`config.mk`:
```
export PLATFORM = sky130hd
export DESIGN_NAME = digest_rx_flat
export DESIGN_NICKNAME = d
export VERILOG_FILES = /design/src/rtl/digest_rx_if.sv /design/src/rtl/digest_rx.sv /design/src/flat_wrapper.sv
export SDC_FILE = /design/constraint.sdc
export NUM_CORES = 1
export LEC_CHECK = 0
export ABC_AREA = 1
export CORE_AREA = 2 2 207 209
export CTS_CLUSTER_SIZE = 16
export DETAILED_ROUTE_END_ITERATION = 7
export DIE_AREA = 0 0 209 211
export GPL_ROUTABILITY_DRIVEN = 0
export MAX_ROUTING_LAYER = met4
export PLACE_DENSITY = 0.66
export SETUP_SLACK_MARGIN = 0.5
export SLEW_MARGIN = 40
export SYNTH_ARGS = -nofsm -noshare
export SYNTH_HDL_FRONTEND = slang
export SYNTH_SLANG_ARGS = --single-unit
```
`constraint.sdc`:
```
create_clock -name clk -period 2.3 [get_ports clk]
set_input_delay 0.46 -clock clk [delete_from_list [all_inputs] [get_ports clk]]
set_output_delay 0.46 -clock clk [all_outputs]
set_load 0.01 [all_outputs]
```
`src/rtl/digest_rx_if.sv`:
```
// Byte stream from the hash output manager: one byte per strobe, LSB-first,
// final byte flagged. The stream has no backpressure.
interface digest_rx_if;
    logic [7:0] data_in;
    logic       dv_in;
    logic       data_end_in;

    modport master (output data_in, dv_in, data_end_in);
    modport slave  (input  data_in, dv_in, data_end_in);
endinterface

```
`src/rtl/digest_rx.sv`:
```
// Reassembles an LSB-first byte stream into a W-byte digest, compares it with an
// expected value and holds the result until the consumer acknowledges it.
module digest_rx #(
    parameter  int W      = 32,
    parameter  bit CMP_EN = 1'b1,
    localparam int CW     = $clog2(W) + 1
) (
    input  logic            clk,
    input  logic            rst_n,
    digest_rx_if.slave      rx,
    input  logic [W*8-1:0]  expected,
    input  logic            digest_ack,
    output logic [W*8-1:0]  digest_out,
    output logic            digest_valid,
    output logic            match,
    output logic            len_err,
    output logic            drop_err,
    output logic            busy,
    output logic [CW-1:0]   byte_cnt
);
    typedef enum logic [1:0] {IDLE, RECV, CMP, HOLD} state_t;

    state_t     state_reg;
    logic       no_end_reg;
    logic [7:0] lane_reg [W];
    logic       start_frame;
    logic       recv_wr;
    logic       last_byte;

    // An ack arriving together with a byte releases the old digest and opens a new frame.
    assign start_frame = rx.dv_in && ((state_reg == IDLE) || (state_reg == HOLD && digest_ack));
    assign recv_wr     = rx.dv_in && (state_reg == RECV);
    assign last_byte   = (byte_cnt + CW'(1)) == CW'(W);

    generate
        for (genvar gi = 0; gi < W; gi++) begin : g_lane
            always_ff @(posedge clk or negedge rst_n) begin
                if (!rst_n) begin
                    lane_reg[gi] <= 8'h00;
                end else if (start_frame) begin
                    lane_reg[gi] <= (gi == 0) ? rx.data_in : 8'h00;
                end else if (recv_wr && byte_cnt == CW'(gi)) begin
                    lane_reg[gi] <= rx.data_in;
                end
            end
            assign digest_out[8*gi +: 8] = lane_reg[gi];
        end
    endgenerate

    always_ff @(posedge clk or negedge rst_n) begin
        if (!rst_n) begin
            state_reg    <= IDLE;
            no_end_reg   <= 1'b0;
            byte_cnt     <= '0;
            busy         <= 1'b0;
            digest_valid <= 1'b0;
            match        <= 1'b0;
            len_err      <= 1'b0;
            drop_err     <= 1'b0;
        end else begin
            case (state_reg)
                IDLE: begin
                    if (start_frame) begin
                        state_reg  <= (rx.data_end_in || W == 1) ? CMP : RECV;
                        byte_cnt   <= CW'(1);
                        no_end_reg <= !rx.data_end_in;
                        busy       <= 1'b1;
                    end
                end
                RECV: begin
                    if (rx.dv_in) begin
                        byte_cnt   <= byte_cnt + CW'(1);
                        no_end_reg <= !rx.data_end_in;
                        if (rx.data_end_in || last_byte) begin
                            state_reg <= CMP;
                        end
                    end
                end
                CMP: begin
                    // no_end_reg flags a frame that filled W bytes without seeing its end marker.
                    match        <= CMP_EN && (digest_out == expected);
                    len_err      <= (byte_cnt != CW'(W)) || no_end_reg;
                    digest_valid <= 1'b1;
                    busy         <= 1'b0;
                    state_reg    <= HOLD;
                    if (rx.dv_in) begin
                        drop_err <= 1'b1;
                    end
                end
                HOLD: begin
                    if (digest_ack) begin
                        digest_valid <= 1'b0;
                        match        <= 1'b0;
                        len_err      <= 1'b0;
                        drop_err     <= 1'b0;
                        if (start_frame) begin
                            state_reg  <= (rx.data_end_in || W == 1) ? CMP : RECV;
                            byte_cnt   <= CW'(1);
                            no_end_reg <= !rx.data_end_in;
                            busy       <= 1'b1;
                        end else begin
                            state_reg <= IDLE;
                        end
                    end else if (rx.dv_in) begin
                        drop_err <= 1'b1;
                    end
                end
            endcase
        end
    end
endmodule

```
`src/flat_wrapper.sv`:
```
// flat-port wrapper written by rule: the top's interface ports become plain ports
module digest_rx_flat 
#(
    parameter  int W      = 32,
    parameter  bit CMP_EN = 1'b1,
    localparam int CW     = $clog2(W) + 1
)
  (clk, rst_n, expected, digest_ack, digest_out, digest_valid, match, len_err, drop_err, busy, byte_cnt, rx_data_in, rx_dv_in, rx_data_end_in);
  digest_rx_if rx_i ();
  input  logic clk;
  input  logic rst_n;
  input  logic [W*8-1:0] expected;
  input  logic digest_ack;
  output logic [W*8-1:0] digest_out;
  output logic digest_valid;
  output logic match;
  output logic len_err;
  output logic drop_err;
  output logic busy;
  output logic [CW-1:0] byte_cnt;
  input wire logic [$bits(rx_i.data_in)-1:0] rx_data_in;
  input wire logic [$bits(rx_i.dv_in)-1:0] rx_dv_in;
  input wire logic [$bits(rx_i.data_end_in)-1:0] rx_data_end_in;
  assign rx_i.data_in = rx_data_in;
  assign rx_i.dv_in = rx_dv_in;
  assign rx_i.data_end_in = rx_data_end_in;
  digest_rx #(.W(W), .CMP_EN(CMP_EN)) u_core (.clk(clk), .rst_n(rst_n), .rx(rx_i), .expected(expected), .digest_ack(digest_ack), .digest_out(digest_out), .digest_valid(digest_valid), .match(match), .len_err(len_err), .drop_err(drop_err), .busy(busy), .byte_cnt(byte_cnt));
endmodule
```
==> results.cfg, run 1 <==
[routing]
wl_per_cell_um = 19.42
drc = 0
via_per_inst = 4.827
routed_wl_um = 64820
drtIter0Drc = 1064
drt_pass1_iterations = 5
num_vias = 16110
ant_nets = 0

[setup_path]
critical_path_peak_fanout = 6
r2r-end = u_core.digest_out[86]
start_kind = flop
r2r_start = u_core.state_reg[1]
required_ns = 2.75
worstPathArrival_ns = 2.26
endpoint_kind = flop
reg2reg_slack_ns = 0.49
rr_worst_depth = 10
critPathKind = reg -> reg

[timing]
clock_skew_ns = 0.02092
hold_viol = 0
finalSetupTns_ns = 0
max_slew_margin_pct = 66.01
rsz0062_at_grt = true
setup_viol = 0
finalMaxSlewViolations = 0
finalCritPeriodShare_pct = 78.65
tightest_slew_ns = 0.5098
final.min_clock_period_ns = 1.809
max_freq_mhz = 552.8

[layout]
nets = 3047
regArea_um2 = 6804
largest_register_ffs = 256
syn_to_final_growth_pct = 57.21
nFillCells = 3962
multiInputGateArea_um2 = 6794
drive_gt1_share_pct = 13.66
stdcell_area_um2 = 23560

[placed_design]
port_buffers = 535
hpwlAfterDp_um = 49600
placed_area_um2 = 21820

[pwr]
leakagePower_nw = 11.94
peakVddDrop_mv = 0.5995
power_density_nw_per_um2 = 1200

[global_routing]
grt_max_degree = 54
gr-usage-all-layers_pct = 29.48
grtUsageMet2_pct = 48.99
grt_pass1_wl_um = 95470
met1_usage_pct = 37.48
grt_overflow = 0
grt_pass1_vias = 15810
grt_util_met3_pct = 4.014
top_usage_layer = met2
antenna_found_initial = 1

[synth]
synth_commonest_cells = 746 x nand2_1, 345 x inv_1, 289 x o21ai_0
synth-edff-count = 0
syn_area_per_cell_um2 = 7.146
synth_cells = 2097
synth-seq-cells = 270
async_flop_share_pct = 100.0
yosysUniqueCellTypes = 35
synthesis.area_um2 = 14990
seq_area_frac_synth_pct = 45.09
synth-main-ff-cell = dfrtp_1
synth_warnings = 0
synth.area.top_cells = dfrtp_1 45%, nand2_1 19%, o21ai_0 9.7%, inv_1 8.6%, nor2_1 4.1%
yosysMostFrequentCell = nand2_1
syn_nets = 2371
synth_top_area_share_pct = 45.09
yosysTopAreaCell = dfrtp_1

[floorplan]
core.rowCount = 75
initial_core_util_pct = 35.89
core_um2 = 41760
die_h_um = 211
die-area_um2 = 44100
pin_count = 536
die_width_um = 209

[hold_path]
hold_class = in -> async

[clock_network]
htree_levels = 1
cts_made_buffers = 31
clock_path_buffers = 3
clk_latency_ns = 0.57
cts_tree = done
cts-root-buf = clkbuf_16
clkTransAtPathRegs_ns = 0.07
cts.sinks = 270

[run_status]
status = finished clean

[run]
max_cap_violations = 0
[cell usage in the layout (no fill, tap or decap), types with 18 or more instances in the layout]
cell type,count
dlygate4sd2_1,249
xnor2_1,58
o21ai_1,33
clkbuf_16,33
inv_1,336
clkdlybuf4s50_1,267
nand2_1,721
dfrtp_2,38
nand2_2,31
o21ai_0,267
buf_12,42
dfrtp_1,232
buf_4,98
or2_2,23
xor2_1,18
nand3_1,32
nand4_1,20
nor2_1,150
inv_2,19
[per-layer routing]
| metal | vias up | share of wire, % | routed length [um] |
|---|---|---|---|
| met1 | 7632 | 42 | 27080 |
| met3 | 117 | 6.7 | 4369 |
| met4 | 0 | 3.5 | 2294 |
| met5 | - | 0 | 0 |
| met2 | 627 | 48 | 31080 |
| li1 | 7733 | - | - |
[report_power, final]
| part | internal [mW] | total, mW | switching, mW |
|---|---|---|---|
| logic | 6.26 | 14.2 | 7.98 |
| clock network | 3.26 | 5.37 | 2.11 |
| registers | 6.80 | 8.65 | 1.85 |
| total | 16.3 | 28.3 | 11.9 |
[worst max-delay path: stages (launching register included)]
cell	delay [ns]
dfrtp_2	0.42
nor2_4	0.13
inv_2	0.06
nor2_4	0.12
inv_4	0.07
nor3_4	0.18
buf_6	0.15
buf_12	0.13
nand2_4	0.05
nand2_4	0.10
mux2_4	0.30
[how the worst max path moves through the flow]
stage / startpoint / slack (ns) / to / cells past startpoint
after floorplan: u_core.state_reg[1] / 0.52 / u_core.digest_out[86] / 9
after global routing: u_core.state_reg[1] / 0.41 / u_core.digest_out[128] / 11
final: u_core.state_reg[1] / 0.49 / u_core.digest_out[86] / 10
after global placement: rx_dv_in / 0.003 / u_core.digest_out[122] / 10
after CTS: u_core.byte_cnt[5] / 0.37 / byte_cnt[5] / 1
after detailed placement: rx_dv_in / -0.03 / u_core.digest_out[120] / 10
[what timing repair did]
item                                    4_1_cts  5_1_grt
setup buffers                                45       15
resized for setup                           340      100
endpoints found under the setup margin      373      261
hold buffers                                  1        0
pin swaps                                     6       11
hold endpoints to repair                     43        0
gates cloned                                  2        4
[cell type report]
| cell class | count | area share [%] |
|---|---|---|
| clock buffer | 41 | 3.750 |
| multi-input combinational | 1424 | 28.84 |
| inverter | 359 | 5.784 |
| clock inverter | 16 | 0.9825 |
| sequential | 270 | 28.88 |
| tap | 539 | 2.863 |
| timing repair buffer | 687 | 28.89 |
| antenna | 1 | 0.01062 |
[metrics by stage]
step / setup WS, ns / instances / power (mW) / hold slack (ns) / utilization (%)
final: 0.4911 / 3337 / 28.27 / 0.4135 / 56.42
after global placement: 0.002676 / 3212 / 22.66 / 0.4211 / 52.26
after detailed placement: -0.03315 / 3212 / 22.91 / 0.4282 / 52.26
after CTS: 0.3721 / 3317 / 27.82 / 0.4282 / 55.50
after global routing: 0.4064 / 3337 / 30.10 / 0.4430 / 56.42
after floorplan: 0.5190 / 2097 / 14.68 / 0.1644 / -
[cell families (layout without fill, tap and decap cells)]
group                      after synthesis  in the layout  synth area share, %
muxes                                    1              1              0.07514
other                                    0              1                    0
DFF                                    270            270                45.09
xor gates and xnor gates                77             77                4.500
adders and majority gates                5              5               0.4175
buffers and inverters                  405           1103                11.15
AOI/OAI and AO/OA                      326            326                11.58
and+or+nand+nor                       1013           1015                27.19
(Power assumes the default switching activity.)
==> inputs of run 2 (changes only) <==
CORE_AREA = 2 2 206 208   (was 2 2 207 209)
DIE_AREA = 0 0 208 210   (was 0 0 209 211)
PLACE_DENSITY = 0.69   (was 0.66)
clock period = 1.5 ns   (was 2.3 ns; I/O delays follow)
==> run 2 against run 1 <==
Compared with the run above:
- via count up 13%
- the flow now finishes with violations (negative setup slack)
- largest power group unchanged
- global-route usage up 2.0 points
- clock power up 52%
- worst hold slack worse by 0.17 ns
- setup slack worse by 0.87 ns
- critical path depth up 2
- die area down 0.95%
==> results.cfg, run 2 (synthesized netlist as in run 1, its figures left out) <==
[routing]
routed_wl_um = 72590
wl_per_cell_um = 19.70
drc = 0
via_per_inst = 4.921
drt_pass1_iterations = 8
drtIter0Drc = 1343
ant_nets = 0
num_vias = 18130

[layout]
mostFrequentLayoutCells = 645 x nand2_1, 332 x buf_6, 316 x inv_1
stdcell_count = 3684
nets = 3394
syn_to_final_growth_pct = 87.26
drive_gt1_share_pct = 34.12
mostFrequentLayoutCell = nand2_1
largest_register_ffs = 256
post-route-util_pct = 67.66
stdcell_area_um2 = 28060

[timing]
finalMaxSlewViolations = 0
setup_viol = 403
rsz0062_at_grt = true
hold_viol = 0
setup_ws_ns = -0.3818
max_slew_margin_pct = 72.35
tightest_slew_ns = 0.4148
clock_skew_ns = 0.01538
final.min_clock_period_ns = 1.882
whs_ns = 0.2473
finalCritPeriodShare_pct = 125.5
max_freq_mhz = 531.4

[setup_path]
worstPathArrival_ns = 2.32
worst-path-buf-inv = 6
path_delay_family = buffers and inverters
critical_path_peak_fanout = 10
start_kind = flop
required_ns = 1.93
endpoint_kind = flop
crit_chain = nor2_4 -> inv_2 -> nor2_4 -> inv_4 -> nor3_4 -> inv_2 -> buf_6 -> buf_6 -> o21ai_4 -> inv_4 -> nand2_1 -> o21ai_0
crit_path_max_incr_delay_ns = 0.43
slowest_stage = dfrtp_2
critPathKind = reg -> reg

[global_routing]
grt_max_degree = 45
grt_pass1_wl_um = 102500
gr-usage-all-layers_pct = 31.45
antenna_found_initial = 4
grt_pass1_vias = 18000
grt_overflow = 0

[placed_design]
placed_cells = 3442
hpwlAfterDp_um = 51830
placed_area_um2 = 23580
dp_slack_ns = -0.9580
port_buffers = 535

[floorplan]
initial_core_util_pct = 36.13
die_width_um = 208
pin_count = 536
die_h_um = 210
core_um2 = 41480
die-area_um2 = 43680
core.rowCount = 75

[clock_network]
cts_made_buffers = 31
clkTransAtPathRegs_ns = 0.07
cts_tree = done
cts-root-buf = clkbuf_16
clock_path_buffers = 3
cts.sinks = 270
clk_latency_ns = 0.57
htree_levels = 1

[run_status]
status = complete, but fails checks
violations = negative setup slack

[hold_path]
hold_class = in -> async

[pwr]
leakagePower_nw = 14.21
power_density_nw_per_um2 = 1927
peakVddDrop_mv = 1.030

[run]
max_cap_violations = 0
## run 2: what timing repair did
| item | CTS | global route |
|---|---|---|
| endpoints found under the hold margin | 100 | 0 |
| gates resized for setup | 1359 | 371 |
| pin swaps | 14 | 58 |
| hold buffers | 1 | 0 |
| endpoints found under the setup margin | 536 | 559 |
| setup buffers | 114 | 49 |
| cloned | 5 | 15 |
## run 2: worst register-to-register path, cell delays in order (launching register included)
cell and delay [ns]:
dfrtp_2 0.43, nor2_4 0.14, inv_2 0.06, nor2_4 0.11, inv_4 0.06, nor3_4 0.16
inv_2 0.09, buf_6 0.14, buf_6 0.11, o21ai_4 0.16, inv_4 0.09, nand2_1 0.08
o21ai_0 0.10
## run 2: through the flow
step,setup TNS [ns],total power [mW]
finish,-70.90,54.08
global route,-97.80,56.89
CTS,-63.81,50.02
detailed placement,-165.11,38.61
global placement,-157.24,38.04
floorplan,-38.11,22.93
## run 2: cell type report
cell class	instances	area, um^2
fill	3225	13420
clock buffer	39	845.8
tap	539	674.4
multi-input combinational	1425	7640
inverter	359	1455
sequential	270	6771
clock inverter	13	224.0
timing repair buffer	1030	10410
antenna	6	15.01
timing repair inverter	3	23.77
## run 2: path summary, 6_finish.rpt
| check | startpoint | endpoint | slack [ns] | cells after the start |
|---|---|---|---|---|
| max in group asynchronous | rst_n | u_core.digest_out[82] | 0.52 | 4 |
| worst min-delay path | rst_n | u_core.digest_out[249] | 0.25 | 2 |
| worst max-delay path | u_core.state_reg[1] | u_core.digest_out[246] | -0.38 | 12 |
| min in group clk | rx_data_end_in | u_core.no_end_reg | 0.40 | 2 |
| worst min register to register | u_core.no_end_reg | u_core.no_end_reg | 0.49 | 2 |
| worst max register to register | u_core.state_reg[1] | u_core.digest_out[246] | -0.38 | 12 |
## run 2: where the power goes
group | internal (mW) | switching, mW | total, mW
Sequential | 10.4 | 2.64 | 13.0
Clock | 4.97 | 3.17 | 8.14
Combinational | 17.0 | 15.9 | 32.9
Total | 32.3 | 21.7 | 54.1
## run 2: routing by layer
| layer | vias up | wire [um] | global-route usage (%) |
|---|---|---|---|
| met4 | 0 | 3675 | 13.40 |
| li1 | 8459 | - | - |
| met2 | 829 | 35000 | 52.50 |
| met1 | 8620 | 28830 | 37.75 |
| met3 | 222 | 5083 | 5.304 |
| met5 | - | 0 | - |
==> inputs of run 3 (changes only) <==
PLACE_DENSITY = 0.67   (was 0.69)
SLEW_MARGIN = 0   (was 40)
clock period = 2.2 ns   (was 1.5 ns; I/O delays follow)
==> run 3 against run 2 <==
Compared with the run above:
- the flow now finishes without violations
- setup slack better by 0.71 ns
- wire length decreased by 4.6%
- combinational power shrank 44%
- count of clock-buffer cells in the layout fell by 3
- sequential share of layout area increased by 2.4 points
- largest power group unchanged
- critical endpoint is now u_core.digest_out[120]
==> results.cfg, run 3 (synthesized netlist as in run 1, its figures left out) <==
[placed_design]
port_buffers = 535
dp_slack_ns = -0.3029
placed_cells = 3221
hpwlAfterDp_um = 49540

[pwr]
internal-power_mw = 18.77
swShare_pct = 42.90
p_seq_share_pct = 27.3
pwr-share-clk_pct = 17.0
power.switching_mw = 14.10
p_comb_share_pct = 55.7
leakagePower_nw = 12.60
peakVddDrop_mv = 0.5430
finalPower_mw = 32.87
power_density_nw_per_um2 = 1285

[layout]
mostFrequentLayoutCell = nand2_1
syn_to_final_growth_pct = 70.77
mostFrequentLayoutCells = 602 x nand2_1, 326 x inv_1, 267 x clkdlybuf4s50_1
drive_gt1_share_pct = 26.63
stdcell_count = 3433
nets = 3142
largest_register_ffs = 256

[routing]
drtIter0Drc = 1201
drt_pass1_iterations = 6
ant_nets = 0
wl_per_cell_um = 20.17
num_vias = 16970
via_per_inst = 4.942
drc = 0
routed_wl_um = 69250

[floorplan]
initial_core_util_pct = 36.13
core_um2 = 41480
die_width_um = 208
die-area_um2 = 43680
pin_count = 536
die_h_um = 210
core.rowCount = 75

[clock_network]
clk_latency_ns = 0.57
cts_made_buffers = 31
cts-root-buf = clkbuf_16
clkTransAtPathRegs_ns = 0.06
cts.sinks = 270
cts_tree = done
clock_path_buffers = 3
htree_levels = 1

[timing]
tightest_slew_ns = 0.5074
finalMaxSlewViolations = 0
clock_skew_ns = 0.01422
hold_viol = 0
whs_ns = 0.4245
max_slew_margin_pct = 66.17
max_freq_mhz = 533.1
final.min_clock_period_ns = 1.876
setup_ws_ns = 0.3242
finalCritPeriodShare_pct = 85.26
rsz0062_at_grt = true
setup_viol = 0

[setup_path]
required_ns = 2.68
worstPathArrival_ns = 2.36
critPathKind = reg -> reg
crit_chain = nor2_4 -> inv_2 -> nor2_4 -> inv_4 -> nor3_4 -> buf_6 -> buf_6 -> buf_6 -> nand2_8 -> nand2_8 -> nand2_2 -> o21ai_1
critical_path_peak_fanout = 8
endpoint_kind = flop
start_kind = flop
path_common_cell = buf_6
slowest_stage = dfrtp_2
crit_path_max_incr_delay_ns = 0.43

[global_routing]
grt_overflow = 0
grt_pass1_vias = 16480
antenna_found_initial = 1
grt_max_degree = 53
grt_pass1_wl_um = 98770
gr-usage-all-layers_pct = 30.59

[run]
max_cap_violations = 0

[run_status]
status = finished clean

[hold_path]
hold_class = in -> async
## run 3: final timing paths
| path | startpoint | to | slack [ns] | cells after the start |
|---|---|---|---|---|
| max | u_core.state_reg[1] | u_core.digest_out[120] | 0.32 | 12 |
| min | rst_n | u_core.digest_out[106] | 0.42 | 2 |
| max reg2reg | u_core.state_reg[1] | u_core.digest_out[120] | 0.32 | 12 |
| min reg2reg | u_core.busy | u_core.busy | 0.52 | 1 |
| max in group asynchronous | rst_n | u_core.digest_out[240] | 1.08 | 3 |
| min in group clk | rx_data_in[2] | u_core.digest_out[2] | 0.51 | 3 |
## run 3: power groups by stage
stage               Clock (mW)  Sequential, mW  Combinational (mW)
finish                    5.59            8.97                18.3
global route              5.88            9.15                19.6
CTS                       5.64            8.89                16.1
detailed placement           0            9.18                15.0
global placement             0            9.14                14.7
floorplan                    0            9.52                5.83
## run 3: worst max-delay path, delay by kind of cell (launching register included)
| family | cells | cell delay (ns) |
|---|---|---|
| simple gates | 6 | 0.73 |
| buf+inv | 5 | 0.56 |
| flops | 1 | 0.43 |
| compound gates | 1 | 0.07 |
## run 3: repair_timing
action,4_1_cts,5_1_grt
resized for setup,714,565
cloned,6,9
hold endpoints to repair,43,0
hold buffers,1,0
setup endpoints to repair,523,370
pin swaps,18,34
buffers inserted,103,34
## run 3: layer usage
| metal | global-route usage, % | up-vias | wire [um] |
|---|---|---|---|
| met2 | 50.50 | 791 | 33340 |
| met1 | 36.94 | 8021 | 27370 |
| met5 | - | - | 0 |
| met3 | 5.304 | 209 | 4751 |
| li1 | - | 7944 | - |
| met4 | 13.43 | 0 | 3793 |
## run 3: per-stage QoR
step / area, um^2 / TNS, ns / utilization [%]
floorplan: 14990 / 0 / -
global placement: 21960 / -9.588 / 52.94
detailed placement: 21960 / -13.41 / 52.94
CTS: 24290 / 0 / 58.57
global route: 25590 / 0 / 61.69
finish: 25590 / 0 / 61.70
## run 3: cell type report
| type | instances | area (um^2) |
|---|---|---|
| Sequential cell | 270 | 6800 |
| Multi-Input combinational cell | 1424 | 7876 |
| Timing Repair inverter | 2 | 17.52 |
| Inverter | 359 | 1440 |
| Antenna cell | 2 | 5.005 |
| Fill cell | 3565 | 15890 |
| Timing Repair Buffer | 780 | 7687 |
| Tap cell | 539 | 674.4 |
| Clock inverter | 21 | 275.3 |
| Clock buffer | 36 | 814.5 |
